File: config.mk
export PLATFORM = sky130hd
export DESIGN_NAME = operand_load_shift
export DESIGN_NICKNAME = d
export VERILOG_FILES = /design/src/rtl/operand_load_shift_pkg.sv /design/src/rtl/operand_load_shift_sign_mag.sv /design/src/rtl/operand_load_shift.sv
export SDC_FILE = /design/constraint.sdc
export NUM_CORES = 1
export LEC_CHECK = 0
export ABC_AREA = 1
export ABC_CLOCK_PERIOD_IN_PS = 1700
export CORE_AREA = 2 2 90 92
export DETAILED_ROUTE_END_ITERATION = 8
export DIE_AREA = 0 0 92 94
export PLACE_DENSITY = 0.81
export SKIP_LAST_GASP = 1
export SLEW_MARGIN = 25
export SYNTH_ARGS = -nofsm -noshare
export SYNTH_HDL_FRONTEND = slang
export SYNTH_SLANG_ARGS = --single-unit
File: constraint.sdc
create_clock -name clk -period 1.7 [get_ports clk]
set_input_delay 0.34 -clock clk [delete_from_list [all_inputs] [get_ports clk]]
set_output_delay 0.34 -clock clk [all_outputs]
set_load 0.1 [all_outputs]
File: src/rtl/operand_load_shift_pkg.sv
// Shared constants, state encoding and width helpers for the shift-add
// multiplier operand front-end.
package operand_load_shift_pkg;

   localparam int   DW      = 16;
   localparam int   DW_2    = 2 * DW;
   localparam logic ONE     = 1'b1;
   localparam logic ZERO    = 1'b0;
   localparam int   BIT_LSB = 0;
   localparam int   BIT_MSB = DW - 1;

   typedef enum logic [1:0] {
      IDLE   = 2'd0,
      LOADED = 2'd1,
      SHIFT  = 2'd2,
      HOLD   = 2'd3
   } state_t;

   // Step counter width: enough bits to count DW shifts, never narrower than 1.
   function automatic int cw_of(input int dw);
      int w;
      w = $clog2(dw);
      return (w < 1) ? 1 : w;
   endfunction

endpackage

File: src/rtl/operand_load_shift_sign_mag.sv
// Sign/magnitude split of one operand; the most negative value maps to an
// exact unsigned magnitude because the negate wraps into the MSB.
module operand_load_shift_sign_mag #(
   parameter int W = 16
) (
   input  logic [W-1:0] value,
   input  logic         signed_mode,
   output logic [W-1:0] magnitude,
   output logic         sign
);

   // Negate only when the operand is treated as signed and is negative.
   always_comb begin
      sign      = signed_mode & value[W-1];
      magnitude = value;
      if (sign) begin
         magnitude = ~value + {{(W-1){1'b0}}, 1'b1};
      end else begin
         magnitude = value;
      end
   end

endmodule

File: src/rtl/operand_load_shift.sv
// Operand front-end: captures operands on a start edge, converts to magnitude,
// then shifts them one step per sequencer strobe and holds until acknowledged.
module operand_load_shift
   import operand_load_shift_pkg::*;
#(
   parameter int DW   = operand_load_shift_pkg::DW,
   parameter int DW_2 = 2 * DW,
   parameter int CW   = cw_of(DW)
) (
   input  logic            clk,
   input  logic            rst,
   input  logic            start,
   input  logic            signed_mode,
   input  logic [DW-1:0]   multiplier,
   input  logic [DW-1:0]   multiplicand,
   input  logic            shift_en,
   input  logic            ack,
   output logic            charged,
   output logic            busy,
   output logic [DW-1:0]   rgstr1,
   output logic [DW_2-1:0] rgstr2,
   output logic            lsb,
   output logic            neg_result,
   output logic [CW-1:0]   step_cnt,
   output logic            last_step
);

   state_t          state;
   state_t          next_state;
   logic            start_q;
   logic            start_edge;
   logic            load;
   logic            shift_go;
   logic [DW-1:0]   mag1;
   logic [DW-1:0]   mag2;
   logic            sign1;
   logic            sign2;

   operand_load_shift_sign_mag #(.W(DW)) u_mag_mplier (
      .value       (multiplier),
      .signed_mode (signed_mode),
      .magnitude   (mag1),
      .sign        (sign1)
   );

   operand_load_shift_sign_mag #(.W(DW)) u_mag_mcand (
      .value       (multiplicand),
      .signed_mode (signed_mode),
      .magnitude   (mag2),
      .sign        (sign2)
   );

   assign start_edge = start & ~start_q;
   assign last_step  = (state == SHIFT) && (step_cnt == CW'(DW - 1));
   assign busy       = (state != IDLE);
   assign charged    = (state == LOADED);
   assign lsb        = rgstr1[0];

   // State register and start edge history.
   always_ff @(posedge clk or negedge rst) begin
      if (!rst) begin
         state   <= IDLE;
         start_q <= ZERO;
      end else begin
         state   <= next_state;
         start_q <= start;
      end
   end

   // Next-state decode; start and ack only matter in IDLE and HOLD respectively.
   always_comb begin
      next_state = state;
      load       = ZERO;
      shift_go   = ZERO;
      case (state)
         IDLE: begin
            if (start_edge) begin
               next_state = LOADED;
               load       = ONE;
            end else begin
               next_state = IDLE;
            end
         end
         LOADED: begin
            next_state = SHIFT;
         end
         SHIFT: begin
            if (shift_en) begin
               shift_go   = ONE;
               next_state = last_step ? HOLD : SHIFT;
            end else begin
               next_state = SHIFT;
            end
         end
         HOLD: begin
            if (ack) begin
               next_state = IDLE;
            end else begin
               next_state = HOLD;
            end
         end
         default: begin
            next_state = IDLE;
         end
      endcase
   end

   // Operand registers: load, shift, or hold; contents survive the return to IDLE.
   always_ff @(posedge clk or negedge rst) begin
      if (!rst) begin
         rgstr1     <= {DW{1'b0}};
         rgstr2     <= {DW_2{1'b0}};
         neg_result <= ZERO;
         step_cnt   <= {CW{1'b0}};
      end else if (load) begin
         rgstr1     <= mag1;
         rgstr2     <= {{DW{1'b0}}, mag2};
         neg_result <= sign1 ^ sign2;
         step_cnt   <= {CW{1'b0}};
      end else if (shift_go) begin
         rgstr1     <= rgstr1 >> 1;
         rgstr2     <= rgstr2 << 1;
         step_cnt   <= last_step ? {CW{1'b0}} : step_cnt + CW'(1);
      end else begin
         rgstr1     <= rgstr1;
         rgstr2     <= rgstr2;
         neg_result <= neg_result;
         step_cnt   <= step_cnt;
      end
   end

endmodule

==> impl_metrics.prom <==
# TYPE chip_impl_metric gauge
chip_impl_metric{name="final_min_period_over_clock_period",unit="%"} 96.7
chip_impl_metric{name="muxShareOfSynthArea",unit="%"} 0
chip_impl_metric{name="timing.critical_path.arrival",unit="ns"} 1.30
chip_impl_info{name="commonest_non_fill_non_tap_cell_in_the_layout",value="nand2_1"} 1
chip_impl_metric{name="timing.final.setup_violations",unit=""} 0
chip_impl_info{name="combinational_family_with_the_most_area_after_synthesis",value="simple AND/OR/NAND/NOR gates"} 1
chip_impl_metric{name="basic_gate_share_of_the_synthesized_area_counting_and_or_nand_and_nor_cells",unit="%"} 33.5
chip_impl_metric{name="final_standard_cell_count_with_taps_included_and_fillers_excluded",unit=""} 719
chip_impl_metric{name="drt_first_pass_iters",unit=""} 5
chip_impl_metric{name="maxSlewHeadroom",unit="%"} 74.2
chip_impl_metric{name="static-leakage-power",unit="nW"} 2.65
chip_impl_metric{name="ys_ff_latch",unit=""} 56
chip_impl_info{name="unrepaired_setup_endpoints_after_global_routing",value="true"} 1
chip_impl_metric{name="worst_clock_skew",unit="ns"} 0.0125
chip_impl_metric{name="layout_min_cycle_time",unit="ns"} 1.64
chip_impl_metric{name="number_of_antenna_violations_at_the_first_check_in_global_routing",unit=""} 0
chip_impl_metric{name="cts_htree_levels",unit=""} 2
chip_impl_info{name="yosysTopAreaCell",value="dfrtp_1"} 1
chip_impl_metric{name="drive_gt1_share",unit="%"} 22.4
chip_impl_metric{name="synth.lib_cells_used.distinct",unit=""} 33
chip_impl_metric{name="final_hold_viol_count",unit=""} 0
chip_impl_metric{name="cap_violations",unit=""} 0
chip_impl_metric{name="fp.coreArea",unit="mm²"} 0.00761
chip_impl_info{name="worstSetupStartpointType",value="flip-flop"} 1
chip_impl_metric{name="detail_route.drc_violations",unit=""} 0
chip_impl_metric{name="fp.dieArea",unit="mm²"} 0.00865
chip_impl_metric{name="wl",unit="mm"} 9.99
chip_impl_metric{name="first_global_vias",unit=""} 3511
chip_impl_info{name="layout.cells.most_common_list",value="151 x nand2_1, 61 x buf_12, 58 x nor2_1, 56 x inv_1, 53 x dfrtp_1"} 1
chip_impl_metric{name="mappedNetlistArea",unit="mm²"} 0.00334
chip_impl_metric{name="drtAntennaViolNets",unit=""} 0
chip_impl_metric{name="synth_seq_area_share",unit="%"} 42.0
chip_impl_metric{name="worst_case_vdd_ir_drop",unit="mV"} 1.97
chip_impl_info{name="clock_tree_from_tritoncts",value="yes"} 1
chip_impl_metric{name="die_height",unit="µm"} 94
chip_impl_metric{name="mean_cell_area_of_the_mapped_netlist",unit="µm²"} 7.01
chip_impl_metric{name="worst_ep_required_time",unit="ns"} 1.36
chip_impl_metric{name="boundaryPins",unit=""} 95
chip_impl_metric{name="worst_slew_pin_slew",unit="ns"} 0.387
chip_impl_metric{name="wire_per_inst",unit="µm"} 13.9
chip_impl_metric{name="yosys.area.top_type_share",unit="%"} 42.0
chip_impl_metric{name="place.detailed.hpwl",unit="mm"} 8.02
chip_impl_info{name="setup.worst_path.class",value="flip-flop to output port"} 1
chip_impl_metric{name="tritoncts_num_sinks",unit=""} 56
chip_impl_metric{name="place.port_buffers",unit=""} 94
chip_impl_metric{name="num-nets-final",unit=""} 657
chip_impl_metric{name="mappedNetlistNets",unit=""} 517
chip_impl_metric{name="report.final.slew_viol_count",unit=""} 0
chip_impl_info{name="min_path_type",value="input pin to async pin"} 1
chip_impl_metric{name="synth_compound_area_share",unit="%"} 11.4
chip_impl_info{name="run_status",value="complete, no violations"} 1
chip_impl_metric{name="place.gp.congestion",unit=""} 0.837
chip_impl_metric{name="antenna-diode-count",unit=""} 0
chip_impl_metric{name="worst_skew_pair.late_latency",unit="ns"} 0.31
chip_impl_info{name="worst_setup_path_end_kind",value="output port"} 1
chip_impl_metric{name="fmaxAchievable",unit="GHz"} 0.608
chip_impl_metric{name="ys_warn_count",unit=""} 0
chip_impl_metric{name="start_util",unit="%"} 43.9
chip_impl_metric{name="cts_made_buffers",unit=""} 5
chip_impl_metric{name="core.rowCount",unit=""} 32
chip_impl_info{name="clock-root-buffer",value="clkbuf_8"} 1
chip_impl_metric{name="globalRouteTotalUtil",unit="%"} 23.6
chip_impl_metric{name="grt_max_degree",unit=""} 37
chip_impl_metric{name="clk_pin_slew",unit="ns"} 0.11
chip_impl_metric{name="crit_fanout",unit=""} 5
chip_impl_metric{name="via_count",unit=""} 3626
chip_impl_info{name="synthTopCellsByArea",value="dfrtp_1 42%, nand2_1 17%, nor2_1 6.7%, inv_1 6.3%, nand3_1 6.0%"} 1
chip_impl_metric{name="synthToLayoutAreaGrowth",unit="%"} 64.6
chip_impl_metric{name="clockBufferDepth",unit=""} 2
chip_impl_metric{name="netlist_instances",unit=""} 476
chip_impl_metric{name="global_route.overflow_total",unit=""} 0
chip_impl_metric{name="timing.hold.ws",unit="ns"} 0.460
chip_impl_metric{name="die_outline_width",unit="µm"} 92
chip_impl_metric{name="synth_fa_ha_area_share",unit="%"} 1.12
chip_impl_metric{name="route.detailed.vias_per_inst",unit=""} 5.04
chip_impl_metric{name="dp_cells",unit=""} 707
chip_impl_metric{name="first_pass_grt_wire_length",unit="mm"} 16.6
chip_impl_metric{name="detailedRoute.firstIterationViolations",unit=""} 172
chip_impl_metric{name="final_util",unit="%"} 72.2
chip_impl_metric{name="p_per_area",unit="mW/mm²"} 2210
chip_impl_metric{name="post_synth_xor_area_fraction",unit="%"} 1.57
## worst paths after layout
| check | cells past startpoint | startpoint | slack, ns | to |
|---|---|---|---|---|
| min | 2 | rst | 0.46 | rgstr1[15]$_DFFE_PN0P_ |
| max reg2reg | 6 | state[1]$_DFF_PN0_ | 0.23 | step_cnt[0]$_DFFE_PN0P_ |
| min in group clk | 1 | start | 0.50 | start_q$_DFF_PN0_ |
| max in group asynchronous | 3 | rst | 0.66 | step_cnt[3]$_DFFE_PN0P_ |
| min reg2reg | 2 | rgstr1[10]$_DFFE_PN0P_ | 0.58 | rgstr1[10]$_DFFE_PN0P_ |
| max | 4 | state[0]$_DFF_PN0_ | 0.06 | last_step |
## worst max-delay path: stages, from the launching register on
cell and delay (ns):
dfrtp_1 0.41, inv_2 0.14, nand2_1 0.11, nor2_4 0.15, buf_12 0.18
## cell type report
class | instances | area [µm²]
clock buffers | 6 | 72.6
repair buffers | 150 | 1980
fillers | 590 | 2110
clock inverters | 2 | 60.1
flip-flops and latches | 56 | 1410
multi-input cells | 342 | 1620
inverters | 61 | 231
well taps | 102 | 128
## state kept, by name, indices dropped and copies added (netlist names)
name,cells
neg_result,1
rgstr1,16
rgstr2,32
start_q,1
state,2
step_cnt,4
## logic make-up (layout without fill, tap and decap cells)
group / Yosys count / after routing
AND/OR/NAND/NOR: 267 / 267
buffers and inverters: 78 / 219
AO/OA/AOI/OAI: 66 / 66
flip-flops: 56 / 56
XOR/XNOR: 6 / 6
adder cells (fa/ha/maj): 3 / 3
## metrics by stage
stage          setup WS [ns]  instance area [µm²]  TNS, ns  total power (W)
6_report              0.0560                 5490        0           0.0121
5_1_grt              -0.0221                 5490  -0.0221           0.0126
4_1_cts               0.0326                 5470        0           0.0121
3_5_place_dp          -0.229                 5310    -3.17           0.0111
3_3_place_gp          -0.168                 5310    -1.80           0.0109
2_1_floorplan         -0.356                 3350   -0.356          0.00766
## cell usage after synthesis (all sizes together)
cell type / instances
nor2: 61
nand3b: 3
nand3: 42
a211oi: 1
o211ai: 5
o221ai: 1
o22ai: 16
ha: 3
nand4: 2
o21bai: 2
clkinv: 1
o21ai: 28
and3: 1
clkbuf: 2
xor2: 5
nor3: 3
buf: 15
nand2: 155
xnor2: 1
a21o: 1
dfrtp: 56
o21a: 1
inv: 60
a21oi: 11
## where the power goes
group / internal [W] / total (W) / switching [W]
combinational: 0.00291 / 0.00845 / 0.00553
clock: 0.000589 / 0.00103 / 0.000443
sequential: 0.00189 / 0.00264 / 0.000746
## routing by layer
layer  vias up  track usage [%]  wire (µm)
met2       126             41.2       5060
met3        15             6.02        753
met1      1698             29.3       4040
li1       1787                -          -
met5         -                0          0
met4         0             5.85        134
## what timing repair did
item | CTS | global route
buffers inserted | 2 | 1
hold buffers | 1 | 0
endpoints found under the setup margin | 1 | 5
hold endpoints to repair | 12 | 0
resized for setup | 1 | 3
pin swaps | 0 | 2
(Power assumes the default switching activity.)
